$ cat config.mk
export PLATFORM = sky130hd
export DESIGN_NAME = resource_txn_ctrl_flat
export DESIGN_NICKNAME = d
export VERILOG_FILES = /design/src/rtl/resource_pkg.sv /design/src/rtl/resource_txn_ctrl_if.sv /design/src/rtl/resource_alu.sv /design/src/rtl/resource_txn_ctrl.sv /design/src/flat_wrapper.sv
export SDC_FILE = /design/constraint.sdc
export NUM_CORES = 1
export LEC_CHECK = 0
export ABC_AREA = 1
export CAP_MARGIN = 20
export CORE_MARGIN = 1.5
export CORE_UTILIZATION = 55
export CTS_BUF_LIST = sky130_fd_sc_hd__clkbuf_4 sky130_fd_sc_hd__clkbuf_8
export CTS_CLUSTER_DIAMETER = 50
export DETAILED_ROUTE_END_ITERATION = 7
export GPL_TIMING_DRIVEN = 0
export PLACE_DENSITY = 0.88
export REMOVE_ABC_BUFFERS = 1
export SLEW_MARGIN = 0
export SYNTH_ARGS = -nofsm -noshare
export SYNTH_HDL_FRONTEND = slang
export SYNTH_SLANG_ARGS = --single-unit
$ cat constraint.sdc
create_clock -name clk -period 3.7 [get_ports clk]
set_input_delay 0.74 -clock clk [delete_from_list [all_inputs] [get_ports clk]]
set_output_delay 0.74 -clock clk [all_outputs]
set_load 0.02 [all_outputs]
$ cat src/rtl/resource_pkg.sv
// Shared codes, state encoding and helpers for the resource transaction controller.
package resource_pkg;

    // Datapath width: every level is carried zero-extended to this width.
    localparam int LVL_W = 8;

    localparam logic [1:0] RES_ENERGY = 2'd0;
    localparam logic [1:0] RES_TRACER = 2'd1;
    localparam logic [1:0] RES_FLUID  = 2'd2;
    localparam logic [1:0] RES_NONE   = 2'd3;

    localparam logic OP_SPEND    = 1'b0;
    localparam logic OP_RECHARGE = 1'b1;

    typedef enum logic [1:0] {
        IDLE  = 2'd0,
        CALC  = 2'd1,
        WRITE = 2'd2,
        RESP  = 2'd3
    } txn_state_e;

    // All-ones value of a w-bit level, zero-extended to the datapath width.
    function automatic logic [LVL_W-1:0] max_level(input int w);
        max_level = LVL_W'((1 << w) - 1);
    endfunction

endpackage

$ cat src/rtl/resource_txn_ctrl_if.sv
// Request/response handshake bundle between a requester and the controller.
interface resource_txn_ctrl_if;
    import resource_pkg::*;

    logic             req_valid;
    logic             req_ready;
    logic [1:0]       req_res;
    logic             req_op;
    logic [LVL_W-1:0] req_amt;

    logic             resp_valid;
    logic             resp_ready;
    logic             resp_ok;
    logic [LVL_W-1:0] resp_level;

    modport master (
        output req_valid, req_res, req_op, req_amt, resp_ready,
        input  req_ready, resp_valid, resp_ok, resp_level
    );

    modport slave (
        input  req_valid, req_res, req_op, req_amt, resp_ready,
        output req_ready, resp_valid, resp_ok, resp_level
    );

endinterface

$ cat src/rtl/resource_alu.sv
// Combinational add/subtract for one resource level: borrow detect on spend,
// saturation at the resource's maximum on recharge.
module resource_alu
    import resource_pkg::*;
(
    input  logic [LVL_W-1:0] level_i,
    input  logic [LVL_W-1:0] amt_i,
    input  logic [LVL_W-1:0] max_i,
    input  logic             op_i,
    output logic [LVL_W-1:0] new_level_o,
    output logic             ok_o
);

    logic [LVL_W:0] lvl_x;
    logic [LVL_W:0] amt_x;
    logic [LVL_W:0] cin_x;
    logic [LVL_W:0] sum;
    logic           borrow;
    logic           over_max;

    // One 9-bit adder serves both ops; spend uses inverted amount plus carry-in.
    always_comb begin
        lvl_x    = {1'b0, level_i};
        amt_x    = (op_i == OP_RECHARGE) ? {1'b0, amt_i} : ~{1'b0, amt_i};
        cin_x    = {{LVL_W{1'b0}}, (op_i == OP_SPEND)};
        sum      = lvl_x + amt_x + cin_x;
        // A negative spend result shows up as the top bit of the 9-bit sum.
        borrow   = (op_i == OP_SPEND) && sum[LVL_W];
        over_max = (op_i == OP_RECHARGE) && (sum > {1'b0, max_i});

        ok_o = !borrow;
        if (borrow) begin
            new_level_o = level_i;
        end else if (over_max) begin
            new_level_o = max_i;
        end else begin
            new_level_o = sum[LVL_W-1:0];
        end
    end

endmodule

$ cat src/rtl/resource_txn_ctrl.sv
// Transaction front-end for the resource levels: one spend/recharge at a time,
// level write-back, then a grant/deny response.
//
//   state | meaning
//   IDLE  | req_ready high, waiting for a request
//   CALC  | ALU evaluates latched request, result and grant registered
//   WRITE | granted result loaded into the selected level register
//   RESP  | response presented until resp_ready
module resource_txn_ctrl
    import resource_pkg::*;
#(
    parameter int             E_W    = 8,
    parameter int             T_W    = 6,
    parameter int             F_W    = 4,
    parameter logic [E_W-1:0] E_INIT = 8'hFF,
    parameter logic [T_W-1:0] T_INIT = 6'h3F,
    parameter logic [F_W-1:0] F_INIT = 4'hF
)(
    input  logic                clk,
    input  logic                rst,
    resource_txn_ctrl_if.slave  bus,
    output logic [E_W-1:0]      energy,
    output logic [T_W-1:0]      tracer,
    output logic [F_W-1:0]      fluid
);

    localparam logic [LVL_W-1:0] E_MAX = max_level(E_W);
    localparam logic [LVL_W-1:0] T_MAX = max_level(T_W);
    localparam logic [LVL_W-1:0] F_MAX = max_level(F_W);

    txn_state_e       state_q, state_d;

    logic [1:0]       res_q;
    logic             op_q;
    logic [LVL_W-1:0] amt_q;
    logic [LVL_W-1:0] result_q, result_d;
    logic             ok_q, ok_d;

    logic [E_W-1:0]   energy_q;
    logic [T_W-1:0]   tracer_q;
    logic [F_W-1:0]   fluid_q;

    logic             accept;
    logic [LVL_W-1:0] cur_level;
    logic [LVL_W-1:0] cur_max;
    logic [LVL_W-1:0] alu_level;
    logic             alu_ok;

    assign accept = (state_q == IDLE) && bus.req_valid;

    // Select the addressed level and its ceiling for the ALU.
    always_comb begin
        cur_level = '0;
        cur_max   = '0;
        case (res_q)
            RES_ENERGY: begin
                cur_level = LVL_W'(energy_q);
                cur_max   = E_MAX;
            end
            RES_TRACER: begin
                cur_level = LVL_W'(tracer_q);
                cur_max   = T_MAX;
            end
            RES_FLUID: begin
                cur_level = LVL_W'(fluid_q);
                cur_max   = F_MAX;
            end
            default: begin
                cur_level = '0;
                cur_max   = '0;
            end
        endcase
    end

    resource_alu u_alu (
        .level_i     (cur_level),
        .amt_i       (amt_q),
        .max_i       (cur_max),
        .op_i        (op_q),
        .new_level_o (alu_level),
        .ok_o        (alu_ok)
    );

    // An invalid resource code is always denied with a zero level.
    always_comb begin
        result_d = alu_level;
        ok_d     = alu_ok;
        if (res_q == RES_NONE) begin
            result_d = '0;
            ok_d     = 1'b0;
        end
    end

    // State register.
    always_ff @(posedge clk or posedge rst) begin
        if (rst) begin
            state_q <= IDLE;
        end else begin
            state_q <= state_d;
        end
    end

    // Next-state logic.
    always_comb begin
        state_d = state_q;
        case (state_q)
            IDLE:    if (accept) state_d = CALC;
            CALC:    state_d = WRITE;
            WRITE:   state_d = RESP;
            RESP:    if (bus.resp_ready) state_d = IDLE;
            default: state_d = IDLE;
        endcase
    end

    // Handshake and response outputs; response fields read zero outside RESP.
    always_comb begin
        bus.req_ready  = (state_q == IDLE);
        bus.resp_valid = (state_q == RESP);
        bus.resp_ok    = (state_q == RESP) && ok_q;
        bus.resp_level = (state_q == RESP) ? result_q : '0;
    end

    // Request capture and registered ALU result.
    always_ff @(posedge clk or posedge rst) begin
        if (rst) begin
            res_q    <= RES_ENERGY;
            op_q     <= OP_SPEND;
            amt_q    <= '0;
            result_q <= '0;
            ok_q     <= 1'b0;
        end else begin
            if (accept) begin
                res_q <= bus.req_res;
                op_q  <= bus.req_op;
                amt_q <= bus.req_amt;
            end
            if (state_q == CALC) begin
                result_q <= result_d;
                ok_q     <= ok_d;
            end
        end
    end

    // Level registers, loaded only in WRITE and only for a granted request.
    always_ff @(posedge clk or posedge rst) begin
        if (rst) begin
            energy_q <= E_INIT;
            tracer_q <= T_INIT;
            fluid_q  <= F_INIT;
        end else if ((state_q == WRITE) && ok_q) begin
            if (res_q == RES_ENERGY) energy_q <= result_q[E_W-1:0];
            if (res_q == RES_TRACER) tracer_q <= result_q[T_W-1:0];
            if (res_q == RES_FLUID)  fluid_q  <= result_q[F_W-1:0];
        end
    end

    assign energy = energy_q;
    assign tracer = tracer_q;
    assign fluid  = fluid_q;

endmodule

$ cat src/flat_wrapper.sv
// flat-port wrapper written by rule: the top's interface ports become plain ports
module resource_txn_ctrl_flat import resource_pkg::*;
#(
    parameter int             E_W    = 8,
    parameter int             T_W    = 6,
    parameter int             F_W    = 4,
    parameter logic [E_W-1:0] E_INIT = 8'hFF,
    parameter logic [T_W-1:0] T_INIT = 6'h3F,
    parameter logic [F_W-1:0] F_INIT = 4'hF
)
  (clk, rst, energy, tracer, fluid, bus_req_valid, bus_req_res, bus_req_op, bus_req_amt, bus_resp_ready, bus_req_ready, bus_resp_valid, bus_resp_ok, bus_resp_level);
  resource_txn_ctrl_if bus_i ();
  input  logic clk;
  input  logic rst;
  output logic [E_W-1:0] energy;
  output logic [T_W-1:0] tracer;
  output logic [F_W-1:0] fluid;
  input wire logic [$bits(bus_i.req_valid)-1:0] bus_req_valid;
  input wire logic [$bits(bus_i.req_res)-1:0] bus_req_res;
  input wire logic [$bits(bus_i.req_op)-1:0] bus_req_op;
  input wire logic [$bits(bus_i.req_amt)-1:0] bus_req_amt;
  input wire logic [$bits(bus_i.resp_ready)-1:0] bus_resp_ready;
  output wire logic [$bits(bus_i.req_ready)-1:0] bus_req_ready;
  output wire logic [$bits(bus_i.resp_valid)-1:0] bus_resp_valid;
  output wire logic [$bits(bus_i.resp_ok)-1:0] bus_resp_ok;
  output wire logic [$bits(bus_i.resp_level)-1:0] bus_resp_level;
  assign bus_i.req_valid = bus_req_valid;
  assign bus_i.req_res = bus_req_res;
  assign bus_i.req_op = bus_req_op;
  assign bus_i.req_amt = bus_req_amt;
  assign bus_i.resp_ready = bus_resp_ready;
  assign bus_req_ready = bus_i.req_ready;
  assign bus_resp_valid = bus_i.resp_valid;
  assign bus_resp_ok = bus_i.resp_ok;
  assign bus_resp_level = bus_i.resp_level;
  resource_txn_ctrl #(.E_W(E_W), .T_W(T_W), .F_W(F_W), .E_INIT(E_INIT), .T_INIT(T_INIT), .F_INIT(F_INIT)) u_core (.clk(clk), .rst(rst), .bus(bus_i), .energy(energy), .tracer(tracer), .fluid(fluid));
endmodule
==> run_results.csv <==
group,metric,value,unit
logic_synthesis,yosys-top-cells-area,"dfrtp_1 (21%), dfstp_2 (18%), nand2_1 (12%), ha_1 (9.6%), inv_1 (6.8%)",
floorplan,die_width,71.8,um
global_route,grt-ovfl-total,0,
clock_tree,cts_hold_buf,0,
setup_path,path_max_fanout,5,
placement,port_buffers,43,
logic_synthesis,yosysTopAreaCell,"dfrtp_1",
detailed_routing,ant_nets,0,
setup_path,arrival,3.83,ns
logic_synthesis,ys_seq_area_frac,0.393,
clock_tree,clock_path_buffers,2,
detailed_routing,drt_wl_total,6570,um
timing,hold_viol_final,0,
timing,maxSlewHeadroom,0.455,
floorplan,std_cell_rows,24,
global_route,grt_pass1_wl,10600,um
worst_hold_path,hp-class,"reg2reg",
clock_tree,path_clk_slew,0.08,ns
logic_synthesis,synth_edf_count,0,
logic_synthesis,synth.most_common_cell,"nand2_1",
timing,setup_viol,0,
clock_tree,clk-insertion-delay-late,0.30,ns
global_route,antenna_found_initial,0,
power,p_per_area,1120,mW/mm2
logic_synthesis,ys_types,31,
timing,skew,0.0119,ns
logic_synthesis,ys_ff_latch,40,
finish,stdcell_count,433,
timing,fin_crit,3.65,ns
global_route,grt_max_degree,41,
finish,drive_gt1_frac,0.178,
detailed_routing,wl_per_cell,15.2,um
placement,dp_hpwl,4420,um
setup_path,critPathKind,"reg2reg",
logic_synthesis,avgSynthCellArea,7.81,um2
placement,gp_congestion,0.885,
power,ir_drop,0.627,mV
logic_synthesis,yosys_warnings,0,
clock_tree,cts_buffers,5,
floorplan,fp.dieArea,0.00515,mm2
setup_path,required,3.88,ns
worst_hold_path,holdPathStages,2,
logic_synthesis,ys_async_sr_fraction,1.00,
detailed_routing,route.vias.total,2424,
power,p_leak,1.58,nW
global_route,grt_pass1_vias,2314,
detailed_routing,first_pass_iters,7,
detailed_routing,drtIter0Drc,264,
clock_tree,cts.sinks,40,
timing,report.final.slew_viol_count,0,
floorplan,die_h,71.8,um
run,cap_violations,0,
timing,worst_slew_pin_slew,0.816,ns
logic_synthesis,netlist_top_cells_count,"nand2_1 (83), inv_1 (47), o21ai_0 (30), nor2_1 (29), dfrtp_1 (22)",
logic_synthesis,synth-main-ff-cell,"dfrtp_1",
global_route,grt_usage,0.265,
setup_path,cp-end-kind,"flop",
timing,fmax,0.274,GHz
floorplan,ios,44,
logic_synthesis,synth_area,0.00260,mm2
timing,holdWs,0.490,ns
finish,area_growth,27.3,%
floorplan,initial_core_util,0.585,
floorplan,core,0.00444,mm2
detailed_routing,route.detailed.drc,0,
detailed_routing,vias_per_cell,5.60,
logic_synthesis,synth_top_area_frac,0.212,
clock_tree,cts.htree.levels,2,
finish,diodes,0,
clock_tree,cts_tree,"yes",
placement,placed_cells,421,
timing,final.period_utilization,0.987,
clock_tree,clk_root_buffer_cell,"clkbuf_8",
finish,final_nets,417,
setup_path,start_kind,"flop",
setup_path,worstRegToRegCells,20,
logic_synthesis,synthCells,333,
run_status,status,"finished clean",
## state kept, by name (all words and copies together) (netlist names)
register,count
u_core.op_q,1
u_core.ok_q,1
u_core.result_q,8
u_core.energy,8
u_core.fluid,4
u_core.amt_q,8
u_core.tracer,6
u_core.res_q,2
u_core.state_q,2
## cell type report
type                       count  area [um2]
clock buffer                   5        68.8
clock inverter                 2        60.1
fill                         336        1130
inverter                      48         180
multi-input combinational    238        1440
sequential                    40        1030
tap                           52        65.1
timing repair buffer          48         468
## cell families (layout without fill, tap and decap cells)
kind of cell / count (synthesis) / after routing / synth area share
DFF: 40 / 40 / 0.393
AOI/OAI and AO/OA: 61 / 61 / 0.131
buffers and inverters: 55 / 103 / 0.0822
muxes: 7 / 7 / 0.0303
and+or+nand+nor: 139 / 139 / 0.226
xor gates and xnor gates: 10 / 10 / 0.0337
adders and majority gates: 21 / 21 / 0.104
## cell usage in the layout (no fill, tap or decap), types with 2 or more instances in the layout
cell	instances
a21o_1	2
a21oi_1	14
a21oi_2	5
a22o_2	3
and2_1	2
buf_4	5
bufinv_16	2
clkbuf_8	5
clkdlybuf4s50_1	43
dfrtp_1	19
dfrtp_2	3
dfstp_2	18
ha_1	20
inv_1	45
inv_2	2
mux2_2	7
nand2_1	83
nand2_2	3
nand3_1	12
nand3_2	3
nand4_1	3
nor2_1	24
nor2_2	4
nor2_4	2
o21a_1	2
o21ai_0	29
o21ai_1	2
xnor2_1	6
xor2_1	4
## report_power, final
group          internal (W)  leakage [nW]  switching (W)
combinational      0.000962          1.06        0.00144
sequential         0.000693         0.451       0.000182
clock              0.000266        0.0642       0.000159
total               0.00192          1.58        0.00178
## routing by layer
metal  share of wire  vias up  global-route usage
met3           0.056       11              0.0450
met5               0        -                   0
met4           0.018        0              0.0922
li1                -     1168                   -
met1            0.41     1151               0.341
met2            0.51       94               0.452
## metrics by stage
stage	cell area (um2)	power [W]	setup slack, ns	setup TNS (ns)	utilization
5_1_grt	3310	0.00399	-0.0878	-0.309	0.745
4_1_cts	3230	0.00349	0.0323	0	0.728
3_3_place_gp	3060	0.00288	-0.137	-0.579	0.689
3_5_place_dp	3060	0.00298	-0.210	-1.23	0.689
6_report	3310	0.00370	0.0494	0	0.745
2_1_floorplan	2570	0.00236	0.420	0	-
## critical path, stage by stage (launching register included)
cell     delay (ns)
dfrtp_2        0.45
inv_1          0.14
nor2_4         0.06
a22o_2         0.22
a21oi_2        0.17
nor2_1         0.08
ha_1           0.38
inv_1          0.10
o31ai_2        0.25
xor2_1         0.24
inv_1          0.08
ha_1           0.30
nand2_1        0.09
o21ai_0        0.20
nand2_1        0.09
nand3_2        0.11
nand4_1        0.20
nand2_1        0.13
nand2_1        0.06
nand2_1        0.09
o21ai_0        0.08
## repair_timing
item | 4_1_cts | 5_1_grt
pin swaps | 1 | 3
buffers inserted | 3 | 2
endpoints found under the setup margin | 8 | 8
hold endpoints to repair | 0 | 0
resized for setup | 6 | 18
## path summary, 6_finish.rpt
| path | startpoint | end | slack, ns |
|---|---|---|---|
| setup / recovery | u_core.res_q[1]$_DFFE_PP0P_ | u_core.result_q[2]$_DFFE_PP0N_ | 0.05 |
| hold / removal | u_core.energy[7]$_DFFE_PP1P_ | u_core.energy[7]$_DFFE_PP1P_ | 0.49 |
| setup reg to reg | u_core.res_q[1]$_DFFE_PP0P_ | u_core.result_q[2]$_DFFE_PP0N_ | 0.05 |
| hold reg to reg | u_core.energy[7]$_DFFE_PP1P_ | u_core.energy[7]$_DFFE_PP1P_ | 0.49 |
| max in group asynchronous | rst | u_core.op_q$_DFFE_PP0P_ | 2.21 |
| min in group asynchronous | rst | u_core.result_q[3]$_DFFE_PP0N_ | 0.92 |
Power figures use the tool's default switching activity.
